===== src/rtl/cmd_seq_pagebuf_if.sv =====
// Bus bundle between the encoder mux / sequencer and the two-page command buffer.
// The master side is the upstream encoder plus the sequencer; the slave side is the buffer.
interface cmd_seq_pagebuf_if #(
  parameter int AW = 5
);
  // Fill side (encoder stream)
  logic          start;
  logic [31:0]   enc_cmd;
  logic          enc_wr;
  logic          enc_done;
  logic          wr_free;
  // Read side (sequencer)
  logic          seq_ready;
  logic          seq_page;
  logic [AW:0]   seq_len;
  logic          seq_rd_en;
  logic [AW-1:0] seq_rd_addr;
  logic [31:0]   seq_rd_data;
  logic          seq_done;
  // Error reporting
  logic          err_clr;
  logic          err_nopage;
  logic          err_ovf;

  modport master (
    output start, enc_cmd, enc_wr, enc_done,
    output seq_rd_en, seq_rd_addr, seq_done, err_clr,
    input  wr_free, seq_ready, seq_page, seq_len, seq_rd_data,
    input  err_nopage, err_ovf
  );

  modport slave (
    input  start, enc_cmd, enc_wr, enc_done,
    input  seq_rd_en, seq_rd_addr, seq_done, err_clr,
    output wr_free, seq_ready, seq_page, seq_len, seq_rd_data,
    output err_nopage, err_ovf
  );
endinterface


===== src/rtl/cmd_seq_pagebuf.sv =====
// Two-page command-sequence buffer. One page fills from the encoded-command
// stream while the sequencer reads and executes the other; pages are handed
// over strictly in fill order. All status outputs are registered.
module cmd_seq_pagebuf #(
  parameter int AW = 5
) (
  input logic               clk,
  input logic               rst,
  cmd_seq_pagebuf_if.slave  bus
);
  localparam int          DEPTH = 1 << AW;
  localparam logic [AW:0] FULL  = (AW + 1)'(DEPTH);

  typedef enum logic [1:0] {PG_FREE, PG_FILL, PG_READY} pg_state_t;
  typedef enum logic       {S_IDLE, S_FILL}             fsm_t;

  // Page bookkeeping
  pg_state_t   pg_q [2];
  pg_state_t   pg_d [2];
  logic [AW:0] len_q [2];
  logic [AW:0] len_d [2];
  fsm_t        st_q, st_d;
  logic        wp_q, wp_d;
  logic        rp_q, rp_d;
  // Fill count doubles as the fill address: words land at 0, 1, 2, ...
  logic [AW:0] cnt_q, cnt_d;
  logic [AW:0] cur_cnt;
  logic        active;

  // Registered outputs
  logic        wr_free_q, wr_free_d;
  logic        seq_ready_q, seq_ready_d;
  logic [AW:0] seq_len_q, seq_len_d;
  logic        nopage_q, nopage_d;
  logic        ovf_q, ovf_d;
  logic [31:0] rd_data_q;

  // Memory write port
  logic            we;
  logic [AW:0]     waddr;
  logic [31:0]     mem [2*DEPTH];

  // Next-state computation for the fill FSM, page states, pointers and flags
  always_comb begin
    // NOTE: every variable gets a default before any branch so no latch is inferred.
    pg_d     = pg_q;
    len_d    = len_q;
    st_d     = st_q;
    wp_d     = wp_q;
    rp_d     = rp_q;
    nopage_d = nopage_q;
    ovf_d    = ovf_q;
    we       = 1'b0;
    waddr    = '0;
    active   = (st_q == S_FILL);
    cur_cnt  = cnt_q;

    // Clear first so that a same-cycle error re-sets the flag.
    if (bus.err_clr) begin
      nopage_d = 1'b0;
      ovf_d    = 1'b0;
    end

    // Start decisions use page states from before any same-cycle seq_done.
    if (bus.start) begin
      if (st_q == S_FILL) begin
        cur_cnt = '0;
      end else if (pg_q[wp_q] == PG_FREE) begin
        active      = 1'b1;
        cur_cnt     = '0;
        pg_d[wp_q]  = PG_FILL;
        st_d        = S_FILL;
      end else begin
        nopage_d = 1'b1;
      end
    end

    cnt_d = cur_cnt;
    if (active && bus.enc_wr) begin
      if (cur_cnt < FULL) begin
        we    = 1'b1;
        waddr = {wp_q, cur_cnt[AW-1:0]};
        cnt_d = cur_cnt + 1'b1;
      end else begin
        ovf_d = 1'b1;
      end
    end

    // Close the page after any same-cycle write has been counted.
    if (active && bus.enc_done) begin
      len_d[wp_q] = cnt_d;
      pg_d[wp_q]  = PG_READY;
      wp_d        = ~wp_q;
      st_d        = S_IDLE;
    end

    if (bus.seq_done && seq_ready_q) begin
      pg_d[rp_q] = PG_FREE;
      rp_d       = ~rp_q;
    end

    wr_free_d   = (pg_d[0] == PG_FREE)  || (pg_d[1] == PG_FREE);
    seq_ready_d = (pg_d[0] == PG_READY) || (pg_d[1] == PG_READY);
    seq_len_d   = len_d[rp_d];
  end

  // State and output registers
  always_ff @(posedge clk or posedge rst) begin
    if (rst) begin
      pg_q        <= '{PG_FREE, PG_FREE};
      len_q       <= '{default: '0};
      st_q        <= S_IDLE;
      wp_q        <= 1'b0;
      rp_q        <= 1'b0;
      cnt_q       <= '0;
      wr_free_q   <= 1'b1;
      seq_ready_q <= 1'b0;
      seq_len_q   <= '0;
      nopage_q    <= 1'b0;
      ovf_q       <= 1'b0;
    end else begin
      // NOTE: sequential state uses non-blocking assignments so all registers update together.
      pg_q        <= pg_d;
      len_q       <= len_d;
      st_q        <= st_d;
      wp_q        <= wp_d;
      rp_q        <= rp_d;
      cnt_q       <= cnt_d;
      wr_free_q   <= wr_free_d;
      seq_ready_q <= seq_ready_d;
      seq_len_q   <= seq_len_d;
      nopage_q    <= nopage_d;
      ovf_q       <= ovf_d;
    end
  end

  // Page memory write port
  always_ff @(posedge clk) begin
    // NOTE: the memory array has no reset so it maps onto block RAM.
    if (we) begin
      mem[waddr] <= bus.enc_cmd;
    end
  end

  // Registered read port; holds its value while no read is requested
  always_ff @(posedge clk or posedge rst) begin
    if (rst) begin
      rd_data_q <= '0;
    end else if (bus.seq_rd_en) begin
      rd_data_q <= mem[{rp_q, bus.seq_rd_addr}];
    end
  end

  assign bus.wr_free     = wr_free_q;
  assign bus.seq_ready   = seq_ready_q;
  assign bus.seq_page    = rp_q;
  assign bus.seq_len     = seq_len_q;
  assign bus.seq_rd_data = rd_data_q;
  assign bus.err_nopage  = nopage_q;
  assign bus.err_ovf     = ovf_q;
endmodule


===== src/flat_wrapper.sv =====
// flat-port wrapper written by rule: the top's interface ports become plain ports
module cmd_seq_pagebuf_flat 
#(
  parameter int AW = 5
)
  (clk, rst, bus_start, bus_enc_cmd, bus_enc_wr, bus_enc_done, bus_seq_rd_en, bus_seq_rd_addr, bus_seq_done, bus_err_clr, bus_wr_free, bus_seq_ready, bus_seq_page, bus_seq_len, bus_seq_rd_data, bus_err_nopage, bus_err_ovf);
  cmd_seq_pagebuf_if #(.AW(AW)) bus_i ();
  input logic clk;
  input logic rst;
  input wire logic [$bits(bus_i.start)-1:0] bus_start;
  input wire logic [$bits(bus_i.enc_cmd)-1:0] bus_enc_cmd;
  input wire logic [$bits(bus_i.enc_wr)-1:0] bus_enc_wr;
  input wire logic [$bits(bus_i.enc_done)-1:0] bus_enc_done;
  input wire logic [$bits(bus_i.seq_rd_en)-1:0] bus_seq_rd_en;
  input wire logic [$bits(bus_i.seq_rd_addr)-1:0] bus_seq_rd_addr;
  input wire logic [$bits(bus_i.seq_done)-1:0] bus_seq_done;
  input wire logic [$bits(bus_i.err_clr)-1:0] bus_err_clr;
  output wire logic [$bits(bus_i.wr_free)-1:0] bus_wr_free;
  output wire logic [$bits(bus_i.seq_ready)-1:0] bus_seq_ready;
  output wire logic [$bits(bus_i.seq_page)-1:0] bus_seq_page;
  output wire logic [$bits(bus_i.seq_len)-1:0] bus_seq_len;
  output wire logic [$bits(bus_i.seq_rd_data)-1:0] bus_seq_rd_data;
  output wire logic [$bits(bus_i.err_nopage)-1:0] bus_err_nopage;
  output wire logic [$bits(bus_i.err_ovf)-1:0] bus_err_ovf;
  assign bus_i.start = bus_start;
  assign bus_i.enc_cmd = bus_enc_cmd;
  assign bus_i.enc_wr = bus_enc_wr;
  assign bus_i.enc_done = bus_enc_done;
  assign bus_i.seq_rd_en = bus_seq_rd_en;
  assign bus_i.seq_rd_addr = bus_seq_rd_addr;
  assign bus_i.seq_done = bus_seq_done;
  assign bus_i.err_clr = bus_err_clr;
  assign bus_wr_free = bus_i.wr_free;
  assign bus_seq_ready = bus_i.seq_ready;
  assign bus_seq_page = bus_i.seq_page;
  assign bus_seq_len = bus_i.seq_len;
  assign bus_seq_rd_data = bus_i.seq_rd_data;
  assign bus_err_nopage = bus_i.err_nopage;
  assign bus_err_ovf = bus_i.err_ovf;
  cmd_seq_pagebuf #(.AW(AW)) u_core (.clk(clk), .rst(rst), .bus(bus_i));
endmodule

===== config.mk =====
export PLATFORM = sky130hd
export DESIGN_NAME = cmd_seq_pagebuf_flat
export DESIGN_NICKNAME = d
export VERILOG_FILES = /design/src/rtl/cmd_seq_pagebuf_if.sv /design/src/rtl/cmd_seq_pagebuf.sv /design/src/flat_wrapper.sv
export SDC_FILE = /design/constraint.sdc
export NUM_CORES = 2
export LEC_CHECK = 0
export BUFFER_PORTS_ARGS = -buffer_cell sky130_fd_sc_hd__buf_2
export CAP_MARGIN = 20
export CORE_MARGIN = 4
export CORE_UTILIZATION = 55
export DETAILED_ROUTE_END_ITERATION = 7
export PLACE_DENSITY = 0.74
export SLEW_MARGIN = 0
export SYNTH_ARGS = -nofsm -noshare
export SYNTH_HDL_FRONTEND = slang
export SYNTH_SLANG_ARGS = --single-unit

===== constraint.sdc =====
create_clock -name clk -period 3.65 [get_ports clk]
set_clock_uncertainty 0.05 [all_clocks]
set_input_delay 0.73 -clock clk [delete_from_list [all_inputs] [get_ports clk]]
set_output_delay 0.73 -clock clk [all_outputs]
set_load 0.1 [all_outputs]

## After elaboration in Yosys (flattened, before gate mapping)

Memory sizes are Yosys's and may differ from the RTL's. A register that Yosys moved wholly into a read port is not among the register bits.
Index checks and enable logic that the tools add are counted.

- Input bits: 45
- Word-level logic and storage cells: 88
- Memories: 1
- RAM bits: 2048
- Flip-flop bits (word level): 35

- Eq/ne operators: 2
- Bitwise logic cells: 13
- Reduce and logical (&&, ||, !) cells: 10
- Mux-type cells: 42
- Magnitude comparators: 6
- $add $sub $neg: 1

Memories:

| name | depth | width | read ports | clocked after memory_dff | wr ports | RTL line | RTL |
|---|---|---|---|---|---|---|---|
| u_core.mem | 64 | 32 | 1 | 1 | 1 | cmd_seq_pagebuf.sv:41 | `logic [31:0] mem [2*DEPTH];` |

Operator list:

| kind | number |
|---|---|
| $mux W6 | 11 |
| $mux W4 | 5 |
| $mux W1 | 16 |
| $bwmux W12 | 1 |
| $mux W12 | 1 |
| $mux W2 | 5 |
| $add A6 B1 Y6 const B | 1 |
| $demux W6 S1 | 1 |
| $ge A2 B2 Y1 const B | 3 |
| $logic_not A2 Y1 | 3 |
| $lt A6 B6 Y1 const B | 1 |
| $not A1 Y2 | 3 |
| $logic_and A1 B1 Y1 | 5 |
| $and A2 B2 Y2 | 2 |
| $and A4 B4 Y4 | 1 |
| $demux W2 S1 | 2 |
| $eq A2 B2 Y1 const B | 2 |
| $lt A2 B1 Y1 const B | 2 |
| $not A2 Y2 | 2 |
| $not A4 Y4 | 1 |
| $or A2 B2 Y2 | 2 |
| $logic_or A1 B1 Y1 | 2 |
| $not A1 Y1 | 2 |

## Logic depth before layout (Yosys ltp)

- Word-level depth: 16
- Depth in mapped cells: 10

## Worst setup path after synthesis

Ideal clock, no wire load.

- Path type: reg2reg
- Start: reg u_core.wp_q
- End: mem u_core.mem[58][0] (enable)
- Arrival time: 3.371 ns
- Cell stages (with the launch flop): 10
- Slack: -0.192 ns
- Required time: 3.179 ns
- Library setup time: 0.421 ns
- Clock period less this slack: 3.842 ns
- Cells stage by stage: dfrtp_1 buf_4 nor3b_2 o31ai_1 nand2_1 ha_1 o211a_1 or3_1 clkbuf_1 nor2_1

- Longest elaborated chain between the ends: 13
- Elaborated cells between the ends (all ways): 19
- Those cells by class: order compare (1); mux (15); bitwise (1); reduce/logical (2)

Ends and longest elaborated chain:

| element | RTL line | RTL |
|---|---|---|
| start: declaration | cmd_seq_pagebuf.sv:23 | `logic wp_q, wp_d;` |
| start signal: assignment | cmd_seq_pagebuf.sv:126 | `wp_q <= wp_d;` |
| $not A1 Y2 (not written as such) | cmd_seq_pagebuf.sv:68 | `end else if (pg_q[wp_q] == PG_FREE) begin` |
| $mux W2 (not written as such) (3 in series) | cmd_seq_pagebuf.sv:68 |  |
| $logic_not A2 Y1 | cmd_seq_pagebuf.sv:68 |  |
| $mux W6 | cmd_seq_pagebuf.sv:68 |  |
| $mux W6 | cmd_seq_pagebuf.sv:66 | `if (st_q == S_FILL) begin` |
| $mux W6 | cmd_seq_pagebuf.sv:65 | `if (bus.start) begin` |
| $lt A6 B6 Y1 | cmd_seq_pagebuf.sv:80 | `if (cur_cnt < FULL) begin` |
| $mux W1 | cmd_seq_pagebuf.sv:80 |  |
| $mux W1 | cmd_seq_pagebuf.sv:79 | `if (active && bus.enc_wr) begin` |
| $mux W1 | cmd_seq_pagebuf.sv:140 | `if (we) begin` |
| $mux W1 (not written as such) | cmd_seq_pagebuf.sv:141 | `mem[waddr] <= bus.enc_cmd;` |
| end: declaration | cmd_seq_pagebuf.sv:41 |  |

Several ways; a longest one is shown, not always the timed one. The select of a mux whose other input is x is not followed.

## Worst setup path in the final report

- Start: reg u_core.wp_q
- End: mem u_core.mem[20][30] (enable)

Same word-level chain as after synthesis.

==> results.json <==
{
  "pre_cts_ws_ns": -0.1189,
  "antenna_found_initial": 9,
  "initial_utilization_pct": 55.26,
  "place_hpwl_mm": 115.8,
  "die_h_um": 393.2,
  "ir_drop_uv": 491.3,
  "die_width_um": 393.2,
  "grt-ovfl-total": 0,
  "slew_headroom_pct": 23.26,
  "grt_pass1_vias": 43080,
  "n_fill_cell": 9539,
  "cts_tree": "done",
  "critPathKind": "register to register",
  "clkTransAtPathRegs_ns": 0.06,
  "leakage_nw": 31.26,
  "yosysTopAreaCell": "edfxtp_1",
  "nNetsFinal": 4452,
  "cts_buffers": 200,
  "path_buf_inv": 1,
  "syn-num-nets": 4115,
  "syn_avg_cell_area_sq_um": 20.05,
  "syn_area_sq_um": 81600,
  "drc": 0,
  "clock_path_buffers": 3,
  "synth_common_cells": "edfxtp_1 (2048), mux2i_1 (514), mux4_2 (279), a22oi_1 (186), nor2_1 (123)",
  "clockRootBuffer": "clkbuf_16",
  "wire_per_inst_um": 31.65,
  "worstPathMaxFanout": 32,
  "hold_path_class": "input port to register",
  "worstSetupEndpointType": "register",
  "timing.fmax_mhz": 303.5,
  "yosysMostFrequentCell": "edfxtp_1",
  "async_flop_share_pct": 3.168,
  "track_usage_pct": 26.80,
  "drtPass1Iterations": 6,
  "routed_wirelength_mm": 206.1,
  "finalHoldViolations": 0,
  "cp_data_required_time_ns": 4.07,
  "ys_ff_latch": 2115,
  "clock_latency_ns": 0.83,
  "top_usage_layer": "met2",
  "slowest_delay_ns": 0.67,
  "critical_path.top_delay_family": "simple AND/OR/NAND/NOR gates",
  "setup_ws_ns": 0.3554,
  "seqCellArea_sq_um": 63180,
  "status": "completed",
  "p_total_w": 0.05298,
  "fin_crit_ns": 3.295,
  "grt_pass1_wl_mm": 298.0,
  "worst_pin_slew_ns": 1.151,
  "htreeDepth": 4,
  "io_pins": 88,
  "maxSlewViolCount": 0,
  "port_buffers": 87,
  "crit_slowest_cell": "or3_1",
  "crit_arrival_ns": 3.71,
  "multi_input_area_sq_um": 17660,
  "areaGrowthSynthToFinish_pct": 15.13,
  "rsz0062_at_grt": "no",
  "drt_iter0_drc": 5516,
  "met2_usage_pct": 42.42,
  "yosys-top-cells-area": "edfxtp_1 (75%), mux4_2 (7.7%), mux2i_1 (6.3%), dfrtp_1 (2.0%), a22oi_1 (1.7%)",
  "yosysWarnings": 0,
  "cts_sinks": 2115,
  "powerDensity_nw_per_um2": 563.9,
  "gp_congestion": 0.8139,
  "setup_viol": 0,
  "synth_cells": 4069,
  "period_share_pct": 90.26,
  "met3_usage_pct": 5.589,
  "cts.repair.resized": 0,
  "yosys_most_used_dff": "edfxtp_1",
  "maxCapViolCount": 0,
  "use_met1_pct": 37.07,
  "dieArea_sq_um": 154600,
  "drive_gt1_share_pct": 23.03,
  "grt_max_degree": 65,
  "cts_setup_buffers": 0,
  "via_per_inst": 6.580,
  "ant_nets": 0,
  "num_vias": 42860,
  "crit_chain": "nor3b_2 > o31ai_1 > nand2_1 > ha_1 > o211a_1 > or3_1 > nor2_4 > buf_12",
  "row_count": 141,
  "netlist-cell-type-count": 62,
  "synth_edf_count": 2048,
  "ys_seq_area_share_pct": 77.42,
  "core_area_sq_um": 147700,
  "synth_top_area_share_pct": 75.37,
  "startpoint_type": "register"
}
state kept, by name, summed over array words and instances (netlist names):
name                    cells
u_core.bus.err_nopage       1
u_core.wp_q                 1
u_core.cnt_q                6
u_core.bus.seq_ready        1
u_core.bus.seq_rd_data     32
u_core.mem               2048
u_core.st_q                 1
u_core.len_q               12
u_core.bus.seq_len          6
u_core.pg_q                 4
u_core.bus.wr_free          1
u_core.bus.seq_page         1
u_core.bus.err_ovf          1
where the power goes:
part           switching (W)  total (W)  leakage [nW]  internal, W
registers           0.000524     0.0275          19.3       0.0270
logic                0.00376    0.00521          8.85      0.00145
clock network        0.00880     0.0203          3.14       0.0115
total                 0.0131     0.0530          31.3       0.0399
stage by stage:
stage	hold WS, ns	TNS (ns)	utilization, %	instance area, sq um	instances
after floorplan	0.3913	-102.19	-	81630	4069
after global routing	0.07281	0	63.62	93940	6511
after detailed placement	0.4158	-0.2891	58.93	87010	6110
after CTS	0.03466	0	63.30	93470	6488
final	0.08759	0	63.62	93950	6513
after global placement	0.4081	-1.631	58.91	86990	6106
layout by cell type (no fill, tap or decap), types with 31 or more instances in the layout:
| cell type | instances |
|---|---|
| o21ai_0 | 66 |
| buf_12 | 124 |
| nand3_1 | 64 |
| clkinv_2 | 31 |
| nor2_4 | 66 |
| clkbuf_16 | 202 |
| nand2_1 | 63 |
| clkinv_1 | 47 |
| a22oi_1 | 186 |
| dfrtp_1 | 66 |
| buf_2 | 87 |
| clkbuf_1 | 51 |
| edfxtp_1 | 2048 |
| buf_4 | 159 |
| o22ai_1 | 76 |
| mux4_2 | 279 |
| nor2_1 | 57 |
| o21ai_1 | 43 |
| mux2i_1 | 514 |
| a21oi_1 | 73 |
cells by family (layout without fill, tap and decap cells):
family | after synthesis | after routing | synth area share, %
compound gates | 562 | 562 | 4.776
fa+ha+maj | 1 | 1 | 0.01533
buf+inv | 250 | 762 | 1.590
flops | 2115 | 2115 | 77.42
mux | 815 | 815 | 14.31
other cells | 0 | 2 | 0
simple gates | 326 | 326 | 1.885
worst paths after layout:
path,start,end,slack [ns],depth (start not counted)
setup / recovery,u_core.wp_q$_DFFE_PP0N_,u_core.mem[20][30]$_DFFE_PP_,0.36,8
hold / removal,bus_err_clr,u_core.bus.err_ovf$_DFF_PP0_,0.09,2
setup reg to reg,u_core.wp_q$_DFFE_PP0N_,u_core.mem[20][30]$_DFFE_PP_,0.36,8
hold reg to reg,u_core.len_q[0]$_DFF_PP0_,u_core.len_q[0]$_DFF_PP0_,0.43,2
max in group asynchronous,rst,u_core.bus.seq_rd_data[29]$_DFFE_PP0P_,2.20,4
min in group asynchronous,rst,u_core.len_q[6]$_DFF_PP0_,0.52,3
area by class of cell:
cell class	count	area share, %
repair buffers	375	4.478
clock inverters	111	1.083
inverters	10	0.04129
clock buffers	266	5.775
multi-input cells	1704	18.80
well taps	1930	2.570
flip-flops and latches	2115	67.25
diodes	2	0.005327
layer usage:
| metal | vias up | routed length, um |
|---|---|---|
| met5 | - | 28 |
| met4 | 6 | 8313 |
| met3 | 421 | 20860 |
| met2 | 2667 | 99430 |
| met1 | 22220 | 77500 |
| li1 | 17540 | - |
timing repair:
action                                  in CTS  in global routing
hold buffers                                 1                  0
endpoints found under the setup margin       0                  0
hold endpoints to repair                    35                  0
Note: power is estimated with default switching activity, not from simulation.
